$ cat src/rtl/mem_access_ctrl_if.sv
// Data-memory bus between the MEM-stage access controller and the memory system.
interface mem_access_ctrl_if;
   logic        dbus_req_o;
   logic        dbus_we_o;
   logic [31:0] dbus_addr_o;
   logic [3:0]  dbus_be_o;
   logic [31:0] dbus_wdata_o;
   logic        dbus_ack_i;
   logic [31:0] dbus_rdata_i;

   modport master (
      output dbus_req_o, dbus_we_o, dbus_addr_o, dbus_be_o, dbus_wdata_o,
      input  dbus_ack_i, dbus_rdata_i
   );

   modport slave (
      input  dbus_req_o, dbus_we_o, dbus_addr_o, dbus_be_o, dbus_wdata_o,
      output dbus_ack_i, dbus_rdata_i
   );
endinterface

$ cat src/rtl/mem_access_ctrl.sv
// MEM-stage load/store sequencer: drives a req/ack data bus, stalls the pipeline
// until the access finishes, and formats load data for writeback.
module mem_access_ctrl #(
   parameter int unsigned TIMEOUT = 16,
   parameter int unsigned CNT_W   = 5
) (
   input  logic              clk,
   input  logic              rst,
   input  logic              mem_ctrl_valid_i,
   input  logic [3:0]        mem_ctrl_op_i,
   input  logic [31:0]       mem_ctrl_addr_i,
   input  logic [31:0]       mem_ctrl_sdata_i,
   input  logic [31:0]       mem_ctrl_wdata_i,
   input  logic [4:0]        mem_ctrl_waddr_i,
   input  logic              mem_ctrl_we_i,
   mem_access_ctrl_if.master dbus,
   output logic              mem_ctrl_stall_o,
   output logic [31:0]       mem_ctrl_wdata_o,
   output logic [4:0]        mem_ctrl_waddr_o,
   output logic              mem_ctrl_we_o,
   output logic              mem_ctrl_misalign_o,
   output logic              mem_ctrl_buserr_o
);

   typedef enum logic [1:0] {S_IDLE, S_BUSY, S_DONE} state_t;

   localparam logic [3:0] OP_LB  = 4'd1;
   localparam logic [3:0] OP_LBU = 4'd2;
   localparam logic [3:0] OP_LH  = 4'd3;
   localparam logic [3:0] OP_LHU = 4'd4;
   localparam logic [3:0] OP_LW  = 4'd5;
   localparam logic [3:0] OP_SB  = 4'd6;
   localparam logic [3:0] OP_SH  = 4'd7;
   localparam logic [3:0] OP_SW  = 4'd8;
   localparam logic [CNT_W-1:0] CNT_LAST = CNT_W'(TIMEOUT - 1);

   state_t            state_q, state_nxt;
   logic [CNT_W-1:0]  cnt_q, cnt_nxt;
   logic [3:0]        op_q, op_nxt;
   logic [1:0]        off_q, off_nxt;
   logic [4:0]        waddr_q, waddr_nxt;
   logic              we_q, we_nxt;
   logic              err_q, err_nxt;
   logic [31:0]       rdata_q, rdata_nxt;
   logic              req_nxt, bwe_nxt;
   logic [31:0]       baddr_nxt, bwdata_nxt;
   logic [3:0]        be_nxt;

   logic              memop_c, misal_c, is_half_c, is_word_c, is_store_c, is_load_q_c;
   logic [3:0]        be_fmt_c;
   logic [31:0]       wdata_fmt_c, ld_data_c;
   logic [7:0]        ld_byte_c;
   logic [15:0]       ld_half_c;

   // Decode and alignment of the op currently in the MEM stage
   always_comb begin
      memop_c    = mem_ctrl_valid_i && (mem_ctrl_op_i >= OP_LB) && (mem_ctrl_op_i <= OP_SW);
      is_half_c  = (mem_ctrl_op_i == OP_LH) || (mem_ctrl_op_i == OP_LHU) || (mem_ctrl_op_i == OP_SH);
      is_word_c  = (mem_ctrl_op_i == OP_LW) || (mem_ctrl_op_i == OP_SW);
      is_store_c = (mem_ctrl_op_i >= OP_SB) && (mem_ctrl_op_i <= OP_SW);
      misal_c    = (is_half_c && mem_ctrl_addr_i[0]) || (is_word_c && (mem_ctrl_addr_i[1:0] != 2'b00));
   end

   // Store lane formatting; loads read the whole word
   always_comb begin
      be_fmt_c    = 4'b1111;
      wdata_fmt_c = '0;
      case (mem_ctrl_op_i)
         OP_SB: begin
            be_fmt_c    = 4'b0001 << mem_ctrl_addr_i[1:0];
            wdata_fmt_c = {4{mem_ctrl_sdata_i[7:0]}};
         end
         OP_SH: begin
            be_fmt_c    = mem_ctrl_addr_i[1] ? 4'b1100 : 4'b0011;
            wdata_fmt_c = {2{mem_ctrl_sdata_i[15:0]}};
         end
         OP_SW:   wdata_fmt_c = mem_ctrl_sdata_i;
         default: ;
      endcase
   end

   // Load extraction from the captured read word
   always_comb begin
      is_load_q_c = (op_q >= OP_LB) && (op_q <= OP_LW);
      ld_byte_c   = rdata_q[{off_q, 3'b000} +: 8];
      ld_half_c   = off_q[1] ? rdata_q[31:16] : rdata_q[15:0];
      case (op_q)
         OP_LB:   ld_data_c = {{24{ld_byte_c[7]}}, ld_byte_c};
         OP_LBU:  ld_data_c = {24'd0, ld_byte_c};
         OP_LH:   ld_data_c = {{16{ld_half_c[15]}}, ld_half_c};
         OP_LHU:  ld_data_c = {16'd0, ld_half_c};
         default: ld_data_c = rdata_q;
      endcase
   end

   // Next-state, latch updates and MEM/WB outputs
   always_comb begin
      state_nxt           = state_q;
      cnt_nxt             = '0;
      op_nxt              = op_q;
      off_nxt             = off_q;
      waddr_nxt           = waddr_q;
      we_nxt              = we_q;
      err_nxt             = err_q;
      rdata_nxt           = rdata_q;
      req_nxt             = dbus.dbus_req_o;
      bwe_nxt             = dbus.dbus_we_o;
      baddr_nxt           = dbus.dbus_addr_o;
      be_nxt              = dbus.dbus_be_o;
      bwdata_nxt          = dbus.dbus_wdata_o;
      mem_ctrl_stall_o    = 1'b0;
      mem_ctrl_wdata_o    = mem_ctrl_wdata_i;
      mem_ctrl_waddr_o    = mem_ctrl_waddr_i;
      mem_ctrl_we_o       = mem_ctrl_we_i && mem_ctrl_valid_i;
      mem_ctrl_misalign_o = 1'b0;
      mem_ctrl_buserr_o   = 1'b0;

      case (state_q)
         S_IDLE: begin
            if (memop_c && misal_c) begin
               mem_ctrl_misalign_o = 1'b1;
               mem_ctrl_we_o       = 1'b0;
            end else if (memop_c) begin
               mem_ctrl_stall_o = 1'b1;
               state_nxt        = S_BUSY;
               op_nxt           = mem_ctrl_op_i;
               off_nxt          = mem_ctrl_addr_i[1:0];
               waddr_nxt        = mem_ctrl_waddr_i;
               we_nxt           = mem_ctrl_we_i;
               err_nxt          = 1'b0;
               req_nxt          = 1'b1;
               bwe_nxt          = is_store_c;
               baddr_nxt        = {mem_ctrl_addr_i[31:2], 2'b00};
               be_nxt           = be_fmt_c;
               bwdata_nxt       = wdata_fmt_c;
            end
         end
         S_BUSY: begin
            mem_ctrl_stall_o = 1'b1;
            cnt_nxt          = cnt_q + CNT_W'(1);
            if (dbus.dbus_ack_i) begin
               rdata_nxt = dbus.dbus_rdata_i;
               req_nxt   = 1'b0;
               state_nxt = S_DONE;
            end else if (cnt_q == CNT_LAST) begin
               req_nxt   = 1'b0;
               err_nxt   = 1'b1;
               state_nxt = S_DONE;
            end
         end
         S_DONE: begin
            mem_ctrl_wdata_o  = ld_data_c;
            mem_ctrl_waddr_o  = waddr_q;
            mem_ctrl_we_o     = is_load_q_c && !err_q && we_q;
            mem_ctrl_buserr_o = err_q;
            state_nxt         = S_IDLE;
         end
         default: state_nxt = S_IDLE;
      endcase

      if (rst) begin
         mem_ctrl_stall_o    = 1'b0;
         mem_ctrl_wdata_o    = '0;
         mem_ctrl_waddr_o    = '0;
         mem_ctrl_we_o       = 1'b0;
         mem_ctrl_misalign_o = 1'b0;
         mem_ctrl_buserr_o   = 1'b0;
      end
   end

   always_ff @(posedge clk) begin
      if (rst) state_q <= S_IDLE;
      else     state_q <= state_nxt;
   end

   // Latched access context and registered bus outputs
   always_ff @(posedge clk) begin
      if (rst) begin
         cnt_q              <= '0;
         op_q               <= '0;
         off_q              <= '0;
         waddr_q            <= '0;
         we_q               <= 1'b0;
         err_q              <= 1'b0;
         rdata_q            <= '0;
         dbus.dbus_req_o    <= 1'b0;
         dbus.dbus_we_o     <= 1'b0;
         dbus.dbus_addr_o   <= '0;
         dbus.dbus_be_o     <= '0;
         dbus.dbus_wdata_o  <= '0;
      end else begin
         cnt_q              <= cnt_nxt;
         op_q               <= op_nxt;
         off_q              <= off_nxt;
         waddr_q            <= waddr_nxt;
         we_q               <= we_nxt;
         err_q              <= err_nxt;
         rdata_q            <= rdata_nxt;
         dbus.dbus_req_o    <= req_nxt;
         dbus.dbus_we_o     <= bwe_nxt;
         dbus.dbus_addr_o   <= baddr_nxt;
         dbus.dbus_be_o     <= be_nxt;
         dbus.dbus_wdata_o  <= bwdata_nxt;
      end
   end

endmodule

$ cat src/flat_wrapper.sv
// flat-port wrapper written by rule: the top's interface ports become plain ports
module mem_access_ctrl_flat 
#(
   parameter int unsigned TIMEOUT = 16,
   parameter int unsigned CNT_W   = 5
)
  (clk, rst, mem_ctrl_valid_i, mem_ctrl_op_i, mem_ctrl_addr_i, mem_ctrl_sdata_i, mem_ctrl_wdata_i, mem_ctrl_waddr_i, mem_ctrl_we_i, mem_ctrl_stall_o, mem_ctrl_wdata_o, mem_ctrl_waddr_o, mem_ctrl_we_o, mem_ctrl_misalign_o, mem_ctrl_buserr_o, dbus_dbus_req_o, dbus_dbus_we_o, dbus_dbus_addr_o, dbus_dbus_be_o, dbus_dbus_wdata_o, dbus_dbus_ack_i, dbus_dbus_rdata_i);
  mem_access_ctrl_if dbus_i ();
  input  logic clk;
  input  logic rst;
  input  logic mem_ctrl_valid_i;
  input  logic [3:0] mem_ctrl_op_i;
  input  logic [31:0] mem_ctrl_addr_i;
  input  logic [31:0] mem_ctrl_sdata_i;
  input  logic [31:0] mem_ctrl_wdata_i;
  input  logic [4:0] mem_ctrl_waddr_i;
  input  logic mem_ctrl_we_i;
  output logic mem_ctrl_stall_o;
  output logic [31:0] mem_ctrl_wdata_o;
  output logic [4:0] mem_ctrl_waddr_o;
  output logic mem_ctrl_we_o;
  output logic mem_ctrl_misalign_o;
  output logic mem_ctrl_buserr_o;
  output wire logic [$bits(dbus_i.dbus_req_o)-1:0] dbus_dbus_req_o;
  output wire logic [$bits(dbus_i.dbus_we_o)-1:0] dbus_dbus_we_o;
  output wire logic [$bits(dbus_i.dbus_addr_o)-1:0] dbus_dbus_addr_o;
  output wire logic [$bits(dbus_i.dbus_be_o)-1:0] dbus_dbus_be_o;
  output wire logic [$bits(dbus_i.dbus_wdata_o)-1:0] dbus_dbus_wdata_o;
  input wire logic [$bits(dbus_i.dbus_ack_i)-1:0] dbus_dbus_ack_i;
  input wire logic [$bits(dbus_i.dbus_rdata_i)-1:0] dbus_dbus_rdata_i;
  assign dbus_dbus_req_o = dbus_i.dbus_req_o;
  assign dbus_dbus_we_o = dbus_i.dbus_we_o;
  assign dbus_dbus_addr_o = dbus_i.dbus_addr_o;
  assign dbus_dbus_be_o = dbus_i.dbus_be_o;
  assign dbus_dbus_wdata_o = dbus_i.dbus_wdata_o;
  assign dbus_i.dbus_ack_i = dbus_dbus_ack_i;
  assign dbus_i.dbus_rdata_i = dbus_dbus_rdata_i;
  mem_access_ctrl #(.TIMEOUT(TIMEOUT), .CNT_W(CNT_W)) u_core (.clk(clk), .rst(rst), .mem_ctrl_valid_i(mem_ctrl_valid_i), .mem_ctrl_op_i(mem_ctrl_op_i), .mem_ctrl_addr_i(mem_ctrl_addr_i), .mem_ctrl_sdata_i(mem_ctrl_sdata_i), .mem_ctrl_wdata_i(mem_ctrl_wdata_i), .mem_ctrl_waddr_i(mem_ctrl_waddr_i), .mem_ctrl_we_i(mem_ctrl_we_i), .dbus(dbus_i), .mem_ctrl_stall_o(mem_ctrl_stall_o), .mem_ctrl_wdata_o(mem_ctrl_wdata_o), .mem_ctrl_waddr_o(mem_ctrl_waddr_o), .mem_ctrl_we_o(mem_ctrl_we_o), .mem_ctrl_misalign_o(mem_ctrl_misalign_o), .mem_ctrl_buserr_o(mem_ctrl_buserr_o));
endmodule
$ cat config.mk
export PLATFORM = sky130hd
export DESIGN_NAME = mem_access_ctrl_flat
export DESIGN_NICKNAME = d
export VERILOG_FILES = /design/src/rtl/mem_access_ctrl_if.sv /design/src/rtl/mem_access_ctrl.sv /design/src/flat_wrapper.sv
export SDC_FILE = /design/constraint.sdc
export NUM_CORES = 1
export LEC_CHECK = 0
export CORE_UTILIZATION = 40
export CTS_BUF_LIST = sky130_fd_sc_hd__clkbuf_16
export DETAILED_ROUTE_END_ITERATION = 8
export PLACE_DENSITY_LB_ADDON = 0.08
export SYNTH_ARGS = -nofsm -noshare
export SYNTH_HDL_FRONTEND = slang
export SYNTH_SLANG_ARGS = --single-unit
$ cat constraint.sdc
create_clock -name clk -period 2.8 [get_ports clk]
set_input_delay 0.56 -clock clk [delete_from_list [all_inputs] [get_ports clk]]
set_output_delay 0.56 -clock clk [all_outputs]
set_load 0.02 [all_outputs]
==> results by group, run 1 <==
Yosys
  – EDFF count, synth: 0
  – Most used flip-flop cell after synthesis: dfxtp_1
  – Syn Area/Cell: 8.33 um^2
  – Synth area leaders: dfxtp_1, mux2i_1, nor2_1, nand2_1, a21oi_1
  – Mapped cell area: 0.00619 mm^2
  – Synth cell types: 56
  – Count leader, synth: dfxtp_1
  – Largest area contributor in the netlist: dfxtp_1
  – Top cell type's share of synthesized area: 38.8%
  – FF+latch count, synth: 120
  – Post-Synthesis Cells: 744
  – Ys Warns: 0
  – Seq/Total Area, Yosys: 38.8%
  – Fraction of registers with async set/reset: 0%
  – Synth top cells by count: dfxtp_1, nor2_1, nand2_1

Layout
  – Area Overhead vs Synth: 61.7%
  – Final #Nets: 1,172
  – Layout cells sized above 1: 20.8%

STA
  – FMAX: 363 MHz
  – Setup_tns: 0 ps
  – Worst slew margin: 42.3%
  – Final Slew Violations: 0
  – Clock Skew: 7.69 ps
  – Period utilization: 98.3%
  – Min Tclk post-route: 2750 ps
  – Slew @ Worst Pin: 866 ps
  – Setup Viol. Count Final: 0
  – Final Hold Fails: 0
  – RSZ-0062 raised after global routing: yes

Placement
  – GPL Wtd Cong: 0.873
  – Dpl hpwl: 15,600 um
  – IO buf count: 250

Critical path
  – WS Path Type: flip-flop to primary output
  – WP data required: 2240 ps
  – Crit path DAT: 2190 ps
  – Worst-path cell chain: or3b_4, a21oi_4, buf_6, nand3_1, o21a_1, a311oi_2, buf_4
  – Kind of end point of the critical path: primary output
  – Worst path slowest cell: or3b_4
  – Crit-path leading delay family: compound AO/OA/AOI/OAI gates
  – Critical path fanouts, max: 6
  – Worst Setup Start Kind: flip-flop
  – Crit path buf inv count: 2
  – Worst path max stage delay: 430 ps

Die
  – IO Pins: 253
  – Core area: 0.0151 mm^2
  – Starting Density: 40.9%
  – Die W: 126 um
  – Site row count: 45
  – Die area: 0.0160 mm^2
  – Die height: 126 um

Clock tree
  – TritonCTS clock tree: built
  – H-tree depth: 4
  – Clock-pin slew on the worst setup and hold paths: 50 ps
  – Clk_lat worst skew: 410 ps
  – Clk sink count: 120
  – CTS Buf Count: 17
  – Max clock buf depth: 2
  – Root Buffer: clkbuf_16
  – # hold bufs at CTS: 0

Drt
  – First-pass DRT Iterations: 5
  – Routed wire length: 21,300 um
  – Vias: 6,601
  – DRT iter0 DRCs: 344
  – Vias per cell: 5.36
  – Post-route ant nets: 0
  – # DRC: 0
  – Wire per inst: 17.3 um

Status
  – Status: completed

Pwr
  – Sw Pwr: 1430 uW
  – Clock power share: 42.7%
  – Pwr dens: 529 mW/mm^2
  – Reg power frac: 35.0%
  – P_int: 3870 uW
  – Power Total: 5300 uW
  – Sw Share: 26.9%
  – Lkg Pwr: 0.00373 uW
  – Peak VDD IR: 0.372 mV
  – Logic pwr share: 22.3%

Global route
  – All-Layer GR Usage: 26.5%
  – Antenna violations before repair: 3
  – Vias in the first global route: 6,654
  – Largest net degree at the start of global routing: 70
  – First-pass GRT wire length: 33,300 um
  – GR Overflow Total: 0

Worst hold path
  – Worst hold path type: flip-flop to flip-flop

Flow run
  – Max-cap viol count: 0
[state kept, by name (all words and copies together), names as in the netlist]
register and cells:
u_core.op_q 4, u_core.we_q 1, u_core.state_q 2, u_core.dbus.dbus_addr_o 30, u_core.dbus.dbus_be_o 4, u_core.waddr_q 5, u_core.dbus.dbus_req_o 1, u_core.dbus.dbus_we_o 1
u_core.off_q 2, u_core.dbus.dbus_wdata_o 32, u_core.err_q 1, u_core.cnt_q 5, u_core.rdata_q 32
[stage by stage]
| stage | util (%) | hold WS, ps | cell area [um^2] | setup WS (ps) | cells |
|---|---|---|---|---|---|
| floorplan | - | 418 | 6200 | 185 | 745 |
| global placement | 61.0 | 429 | 9240 | -550 | 1190 |
| detailed placement | 61.0 | 451 | 9240 | -577 | 1190 |
| CTS | 65.4 | 459 | 9910 | -176 | 1227 |
| global route | 66.1 | 481 | 10000 | -36.2 | 1232 |
| finish | 66.1 | 457 | 10000 | 48.3 | 1232 |
[worst min-delay path, stage by stage (launching register included)]
cell and delay [ps]:
dfxtp_1 300, nand2_1 50, a21oi_1 50
[kinds of logic (layout without fill, tap and decap cells)]
kind of cell | after synthesis | after routing | share of synthesized area [%]
compound gates | 213 | 213 | 25.3
xor+xnor | 3 | 3 | 0.424
fa+ha+maj | 2 | 2 | 0.404
buf+inv | 75 | 370 | 6.12
flops | 120 | 120 | 38.8
mux | 60 | 60 | 9.88
other cells | 1 | 5 | 0.0605
simple gates | 270 | 271 | 19.0
[power by group through the flow]
stage	registers [uW]	clock network (uW)	logic, uW
2_1_floorplan	1950	0	510
3_3_place_gp	1880	0	1130
3_5_place_dp	1890	0	1150
4_1_cts	1850	2310	1160
5_1_grt	1860	2380	1260
6_report	1850	2260	1180
[final cells by class]
class,instances,area [um^2]
fillers,1250,5130
multi-input cells,551,3600
repair buffers,328,3120
flip-flops and latches,120,2410
clock buffers,17,425
well taps,188,235
clock inverters,15,185
inverters,10,37.5
diodes,3,7.51
[cell usage in the layout, fill, tap and decap left out, drive strengths merged, types with 9 or more instances in the layout]
master         instances
clkdlybuf4s50        209
dfxtp                120
nor2                 118
buf                  102
nand2                101
a21oi                 67
mux2i                 51
o21ai                 37
a211oi                27
clkbuf                24
a221o                 16
inv                   13
nand2b                11
nand3                 11
a311oi                10
o22ai                  9
mux2                   9
[what timing repair did]
item,4_1_cts,5_1_grt
buffers inserted,4,2
gates resized for setup,127,69
gates cloned,1,1
pin swaps,3,16
endpoints found under the setup margin,35,31
[per-layer routing]
layer  share of wire (%)  vias up  track usage (%)  routed length [um]
met1                  38     3107             27.7                8150
met3                 7.3       47             8.22                1550
met2                  51      232             48.8               10900
met5                   0        -                0                   0
li1                    -     3215                -                   -
met4                 3.1        0             11.1                 652
[path summary, 6_finish.rpt]
check | startpoint | end | slack (ps) | cells after the start
worst max-delay path | u_core.op_q[1]$_SDFFE_PP0P_ | mem_ctrl_wdata_o[7] | 50 | 7
worst min-delay path | u_core.rdata_q[4]$_SDFFE_PP0P_ | u_core.rdata_q[4]$_SDFFE_PP0P_ | 460 | 2
worst max register to register | u_core.state_q[0]$_SDFFE_PP0P_ | u_core.dbus.dbus_addr_o[13]$_SDFFE_PP0P_ | 950 | 8
worst min register to register | u_core.rdata_q[4]$_SDFFE_PP0P_ | u_core.rdata_q[4]$_SDFFE_PP0P_ | 460 | 2
(Power assumes the default switching activity.)
==> run 2: changes to the inputs <==
--- a/config.mk
+++ b/config.mk
@@ -6,6 +6,8 @@
 export NUM_CORES = 1
 export LEC_CHECK = 0
+export CAP_MARGIN = 20
 export CORE_UTILIZATION = 40
 export CTS_BUF_LIST = sky130_fd_sc_hd__clkbuf_16
+export CTS_CLUSTER_DIAMETER = 80
 export DETAILED_ROUTE_END_ITERATION = 8
 export PLACE_DENSITY_LB_ADDON = 0.08
==> constraint.sdc (replaced) <==
create_clock -name clk -period 2.8 [get_ports clk]
set_input_delay 0.42 -clock clk [delete_from_list [all_inputs] [get_ports clk]]
set_output_delay 0.42 -clock clk [all_outputs]
set_load 0.02 [all_outputs]
==> run 2 against run 1 <==
  * Flip-flop and latch count is the same
  * Clock skew is 1.9 ps lower
  * Cell count decreased by 1.6%
  * Maximum frequency grew 1.3%
  * Clock power decreased by 6%
  * Sequential power hardly changed
  * Worst setup slack improved by 34 ps
  * Non-clock buffer count decreased by 20
  * Via count shrank 1.1%
  * Count of clock-buffer cells in the layout stayed put
  * Highest routed layer unchanged
==> results by group, run 2 (synthesis results as in run 1) <==
Status
  – Status: completed (unchanged)

Critical path
  – Kind of end point of the critical path: primary output (unchanged)
  – Critical path fanouts, max: 8 (was 6)
  – WP data required: 2380 ps (was 2240 ps)
  – WS Path Type: flip-flop to primary output (unchanged)
  – Crit path DAT: 2300 ps (was 2190 ps)
  – Worst Setup Start Kind: flip-flop (unchanged)

STA
  – Min Tclk post-route: 2720 ps (was 2750 ps)
  – RSZ-0062 raised after global routing: no (was yes)
  – Slew @ Worst Pin: 575 ps (was 866 ps)
  – Clock Skew: 5.76 ps (was 7.69 ps)
  – Setup_tns: 0 ps (unchanged)
  – Worst Hold Slack: 456 ps (was 457 ps)
  – Final Slew Violations: 0 (unchanged)
  – Setup Viol. Count Final: 0 (unchanged)
  – Final Hold Fails: 0 (unchanged)
  – Worst slew margin: 61.6% (was 42.3%)
  – FMAX: 368 MHz (was 363 MHz)
  – Period utilization: 97.1% (was 98.3%)

Clock tree
  – # hold bufs at CTS: 0 (unchanged)
  – TritonCTS clock tree: built (unchanged)
  – Clk_lat worst skew: 420 ps (was 410 ps)
  – Max clock buf depth: 2 (unchanged)
  – Clock-pin slew on the worst setup and hold paths: 60 ps (was 50 ps)
  – H-tree depth: 4 (unchanged)
  – CTS Buf Count: 17 (unchanged)
  – Clk sink count: 120 (unchanged)
  – Root Buffer: clkbuf_16 (unchanged)

Layout
  – Commonest non-fill, non-tap cell in the layout: clkdlybuf4s50_1 (unchanged)
  – Final #Nets: 1,152 (was 1,172)
  – Area Overhead vs Synth: 56.7% (was 61.7%)
  – Post-route cell area: 0.00970 mm^2 (was 0.0100 mm^2)
  – Largest registers: u_core.dbus.dbus_wdata_o: 32 flops, u_core.rdata_q: 32 flops, u_core.dbus.dbus_addr_o: 30 flops (unchanged)
  – Most frequent cells in the layout: clkdlybuf4s50_1, dfxtp_1, nor2_1, nand2_1, a21oi_1 (was clkdlybuf4s50_1, nor2_1, dfxtp_1, nand2_1, buf_4)
  – Layout cells sized above 1: 16.3% (was 20.8%)
  – Core Util, Final: 64.1% (was 66.1%)

Worst hold path
  – Worst hold path type: flip-flop to flip-flop (unchanged)

Die
  – Starting Density: 40.9% (unchanged)
  – Die area: 0.0160 mm^2 (unchanged)
  – Die height: 126 um (unchanged)
  – Die W: 126 um (unchanged)
  – IO Pins: 253 (unchanged)
  – Core area: 0.0151 mm^2 (unchanged)
  – Site row count: 45 (unchanged)

Drt
  – Routed wire length: 21,500 um (was 21,300 um)
  – DRT iter0 DRCs: 435 (was 344)
  – Vias per cell: 5.39 (was 5.36)
  – Wire per inst: 17.8 um (was 17.3 um)
  – Vias: 6,527 (was 6,601)
  – # DRC: 0 (unchanged)
  – First-pass DRT Iterations: 5 (unchanged)
  – Post-route ant nets: 0 (unchanged)

Global route
  – All-Layer GR Usage: 26.7% (was 26.5%)
  – Vias in the first global route: 6,334 (was 6,654)
  – Antenna violations before repair: 3 (unchanged)
  – Largest net degree at the start of global routing: 51 (was 70)
  – GR Overflow Total: 0 (unchanged)
  – First-pass GRT wire length: 33,100 um (was 33,300 um)

Pwr
  – Peak VDD IR: 0.453 mV (was 0.372 mV)
  – Pwr dens: 526 mW/mm^2 (was 529 mW/mm^2)
  – Lkg Pwr: 0.00360 uW (was 0.00373 uW)

Placement
  – Dpl hpwl: 15,800 um (was 15,600 um)
  – IO buf count: 250 (unchanged)
  – GPL Wtd Cong: 0.843 (was 0.873)
  – Placed inst area: 0.00911 mm^2 (was 0.00924 mm^2)

Flow run
  – Max-cap viol count: 0 (unchanged)
==> run 2: worst max-delay path: stages, from the launching register on <==
cell and delay (ps):
dfxtp_4 380, mux2_2 340, mux2i_2 200, o21ai_2 110
and4_4 240, a221o_1 270, dlygate4sd2_1 330
==> run 2: layout make-up <==
| class | instances | area (um^2) |
|---|---|---|
| multi-input combinational | 551 | 3510 |
| inverter | 10 | 37.5 |
| fill | 1288 | 5440 |
| clock inverter | 15 | 141 |
| tap | 188 | 235 |
| clock buffer | 17 | 425 |
| sequential | 120 | 2410 |
| antenna | 3 | 7.51 |
| timing repair buffer | 308 | 2940 |
==> run 2: power breakdown <==
| group | switching [uW] | internal [uW] |
|---|---|---|
| Clock | 883 | 1240 |
| Combinational | 564 | 568 |
| Sequential | 59.8 | 1790 |
==> run 2: timing repair <==
item	CTS	global route
buffers inserted	1	0
endpoints found under the setup margin	35	28
gates resized for setup	73	18
hold endpoints to repair	0	0
cloned	0	1
pin swaps	2	2
==> run 2: metrics by stage <==
| step | worst slack, ps | std cells | total power [uW] |
|---|---|---|---|
| floorplan | 413 | 745 | 2460 |
| global route | 8.94 | 1212 | 5310 |
| CTS | 0.617 | 1208 | 5140 |
| finish | 82.3 | 1212 | 5110 |
| global placement | -239 | 1175 | 3000 |
| detailed placement | -303 | 1175 | 3020 |
==> run 2: final timing paths <==
path	startpoint	to	slack, ps	cells after the start
hold / removal	u_core.rdata_q[4]$_SDFFE_PP0P_	u_core.rdata_q[4]$_SDFFE_PP0P_	460	2
setup / recovery	u_core.off_q[1]$_SDFFE_PP0P_	mem_ctrl_wdata_o[24]	80	6
hold reg to reg	u_core.rdata_q[4]$_SDFFE_PP0P_	u_core.rdata_q[4]$_SDFFE_PP0P_	460	2
setup reg to reg	u_core.state_q[0]$_SDFFE_PP0P_	u_core.waddr_q[3]$_SDFFE_PP0P_	1050	7
==> run 2: per-layer routing <==
| layer | vias up | GRT usage (%) | share of wire [%] |
|---|---|---|---|
| met5 | - | 0 | 0 |
| met3 | 30 | 9.07 | 8.1 |
| met2 | 251 | 48.5 | 52 |
| met4 | 0 | 9.14 | 2.2 |
| li1 | 3173 | - | - |
| met1 | 3073 | 28.8 | 38 |
==> run 3: changes to the inputs <==
SKIP_CTS_REPAIR_TIMING = 1   (was default)
==> run 3 against run 2 <==
  * Clock skew fell by 0.63 ps
  * Maximum frequency is 0.36% lower
  * Combinational power is essentially flat
  * Non-clock buffer count is the same
  * Register-to-register slack about the same
  * Sequential power about the same
  * Hold slack improved by 2.2 ps
  * Critical path depth rose by 2
  * First-iteration DRC count is 7.8% lower
  * Die area unchanged
  * Cell count barely moved
  * Critical path type unchanged
  * Largest power group unchanged
  * Highest routed layer unchanged
==> results by group, run 3 (synthesis results as in run 1) <==
STA
  – Final Hold Fails: 0 (unchanged)
  – Final Slew Violations: 0 (unchanged)
  – Min Tclk post-route: 2730 ps (was 2720 ps)
  – Worst slew margin: 61.8% (was 61.6%)
  – Clock Skew: 5.13 ps (was 5.76 ps)
  – Slew @ Worst Pin: 573 ps (was 575 ps)
  – Worst Slack Setup Final: 72.6 ps (was 82.3 ps)
  – FMAX: 367 MHz (was 368 MHz)
  – Period utilization: 97.4% (was 97.1%)
  – Setup Viol. Count Final: 0 (unchanged)
  – Setup_tns: 0 ps (unchanged)

Flow run
  – Max-cap viol count: 0 (unchanged)

Layout
  – Largest registers: u_core.dbus.dbus_wdata_o: 32 flops, u_core.rdata_q: 32 flops, u_core.dbus.dbus_addr_o: 30 flops (unchanged)
  – Fillers: 1,272 (was 1,288)
  – Post-route cell area: 0.00978 mm^2 (was 0.00970 mm^2)
  – Most frequent cells in the layout: clkdlybuf4s50_1, dfxtp_1, nor2_1, nand2_1, a21oi_1 (unchanged)
  – Final #Nets: 1,151 (was 1,152)
  – Area Overhead vs Synth: 57.8% (was 56.7%)
  – Layout cells sized above 1: 15.3% (was 16.3%)
  – Commonest non-fill, non-tap cell in the layout: clkdlybuf4s50_1 (unchanged)

Die
  – Die height: 126 um (unchanged)
  – Core area: 0.0151 mm^2 (unchanged)
  – Die area: 0.0160 mm^2 (unchanged)
  – Starting Density: 40.9% (unchanged)
  – Die W: 126 um (unchanged)
  – IO Pins: 253 (unchanged)
  – Site row count: 45 (unchanged)

Global route
  – First-pass GRT wire length: 33,100 um (about the same)
  – All-Layer GR Usage: 26.6% (was 26.7%)
  – Largest net degree at the start of global routing: 51 (unchanged)
  – Antenna violations before repair: 3 (unchanged)
  – GR Overflow Total: 0 (unchanged)
  – Vias in the first global route: 6,305 (was 6,334)

Critical path
  – Kind of end point of the critical path: primary output (unchanged)
  – Crit-path leading delay family: buffers and inverters (was multiplexers)
  – Worst Setup Start Kind: flip-flop (unchanged)
  – Worst path max stage delay: 470 ps (was 380 ps)
  – WP data required: 2380 ps (about the same)
  – Critical path fanouts, max: 17 (was 8)
  – Critical Path Start: u_core.op_q[0]$_SDFFE_PP0P_ (was u_core.off_q[1]$_SDFFE_PP0P_)
  – Worst path slowest cell: or4_1 (was dfxtp_4)
  – Most frequent cell on the critical path: buf_4
  – Crit path DAT: 2310 ps (was 2300 ps)
  – Worst-path cell chain: buf_4, nand2_1, a31oi_1, or4_1, buf_4, o21bai_1, a32o_1, dlymetal6s2s_1 (was mux2_2, mux2i_2, o21ai_2, and4_4, a221o_1, dlygate4sd2_1)
  – R2r startpoint: u_core.state_q[0]$_SDFFE_PP0P_ (unchanged)
  – Crit path buf inv count: 3 (was 1)
  – WS Path Type: flip-flop to primary output (unchanged)

Drt
  – Wire per inst: 17.6 um (was 17.8 um)
  – Post-route ant nets: 0 (unchanged)
  – Vias per cell: 5.32 (was 5.39)
  – DRT iter0 DRCs: 401 (was 435)
  – First-pass DRT Iterations: 5 (unchanged)
  – # DRC: 0 (unchanged)
  – Routed wire length: 21,400 um (was 21,500 um)
  – Vias: 6,440 (was 6,527)

Pwr
  – Clock power share: 41.5% (about the same)
  – Logic pwr share: 22.2% (about the same)
  – Sw Share: 29.4% (was 29.5%)
  – Power Total: 5110 uW (about the same)
  – P_int: 3610 uW (was 3600 uW)
  – Sw Pwr: 1500 uW (was 1510 uW)
  – Pwr dens: 523 mW/mm^2 (was 526 mW/mm^2)
  – Reg power frac: 36.3% (about the same)
  – Lkg Pwr: 0.00392 uW (was 0.00360 uW)
  – Peak VDD IR: 0.452 mV (was 0.453 mV)

Clock tree
  – CTS Buf Count: 17 (unchanged)
  – Clk_lat worst skew: 420 ps (about the same)
  – Clk sink count: 120 (unchanged)
  – Root Buffer: clkbuf_16 (unchanged)
  – TritonCTS clock tree: built (unchanged)
  – H-tree depth: 4 (unchanged)
  – Max clock buf depth: 2 (unchanged)
  – Clock-pin slew on the worst setup and hold paths: 60 ps (about the same)

Worst hold path
  – Worst hold path type: flip-flop to flip-flop (unchanged)
  – HP Start: u_core.rdata_q[4]$_SDFFE_PP0P_ (unchanged)

Placement
  – Placed inst area: 0.00911 mm^2 (unchanged)
  – IO buf count: 250 (unchanged)
  – GPL Wtd Cong: 0.843 (unchanged)
  – Post-Place Worst Slack: -303 ps (unchanged)
  – Dpl hpwl: 15,800 um (unchanged)

Status
  – Status: completed (unchanged)
==> run 3: path summary, 6_finish.rpt <==
check / slack [ps] / end / cells past startpoint
hold reg to reg: 460 / u_core.rdata_q[4]$_SDFFE_PP0P_ / 2
hold / removal: 460 / u_core.rdata_q[4]$_SDFFE_PP0P_ / 2
setup reg to reg: 1050 / u_core.waddr_q[3]$_SDFFE_PP0P_ / 7
setup / recovery: 70 / mem_ctrl_wdata_o[3] / 8
==> run 3: layer usage <==
layer  routed length, um  share of wire (%)  track usage, %  vias up
li1                    -                  -               -     3168
met5                   0                  0               0        -
met2               11100                 52            48.6      222
met1                8270                 39            28.9     3023
met4                 398                1.9            8.65        0
met3                1630                7.6            8.90       27
==> run 3: final cells by class <==
cell class / count / area, um^2 / share of cell area, %
diodes: 3 / 7.51 / 0.0768
clock buffers: 17 / 425 / 4.35
clock inverters: 15 / 141 / 1.45
inverters: 10 / 37.5 / 0.384
multi-input cells: 550 / 3470 / 35.5
flip-flops and latches: 120 / 2410 / 24.6
well taps: 188 / 235 / 2.41
repair buffers: 308 / 3060 / 31.3
==> run 3: per-stage QoR <==
step           std cells  util, %  hold WS [ps]
6_report            1211     64.5           458
3_3_place_gp        1175     60.1           427
3_5_place_dp        1175     60.1           447
4_1_cts             1207     63.9           456
2_1_floorplan        745        -           418
5_1_grt             1211     64.5           477
==> run 3: tightest hold or removal path: stages (launching register included) <==
cell and delay, ps:
dfxtp_1 310, nand2_1 50, a21oi_1 50
==> run 3: power groups by stage <==
stage,combinational [uW],sequential [uW],clock (uW)
after floorplan,510,1950,0
after global placement,1120,1880,0
after detailed placement,1130,1890,0
after CTS,1140,1850,2150
after global routing,1210,1860,2240
final,1140,1850,2120
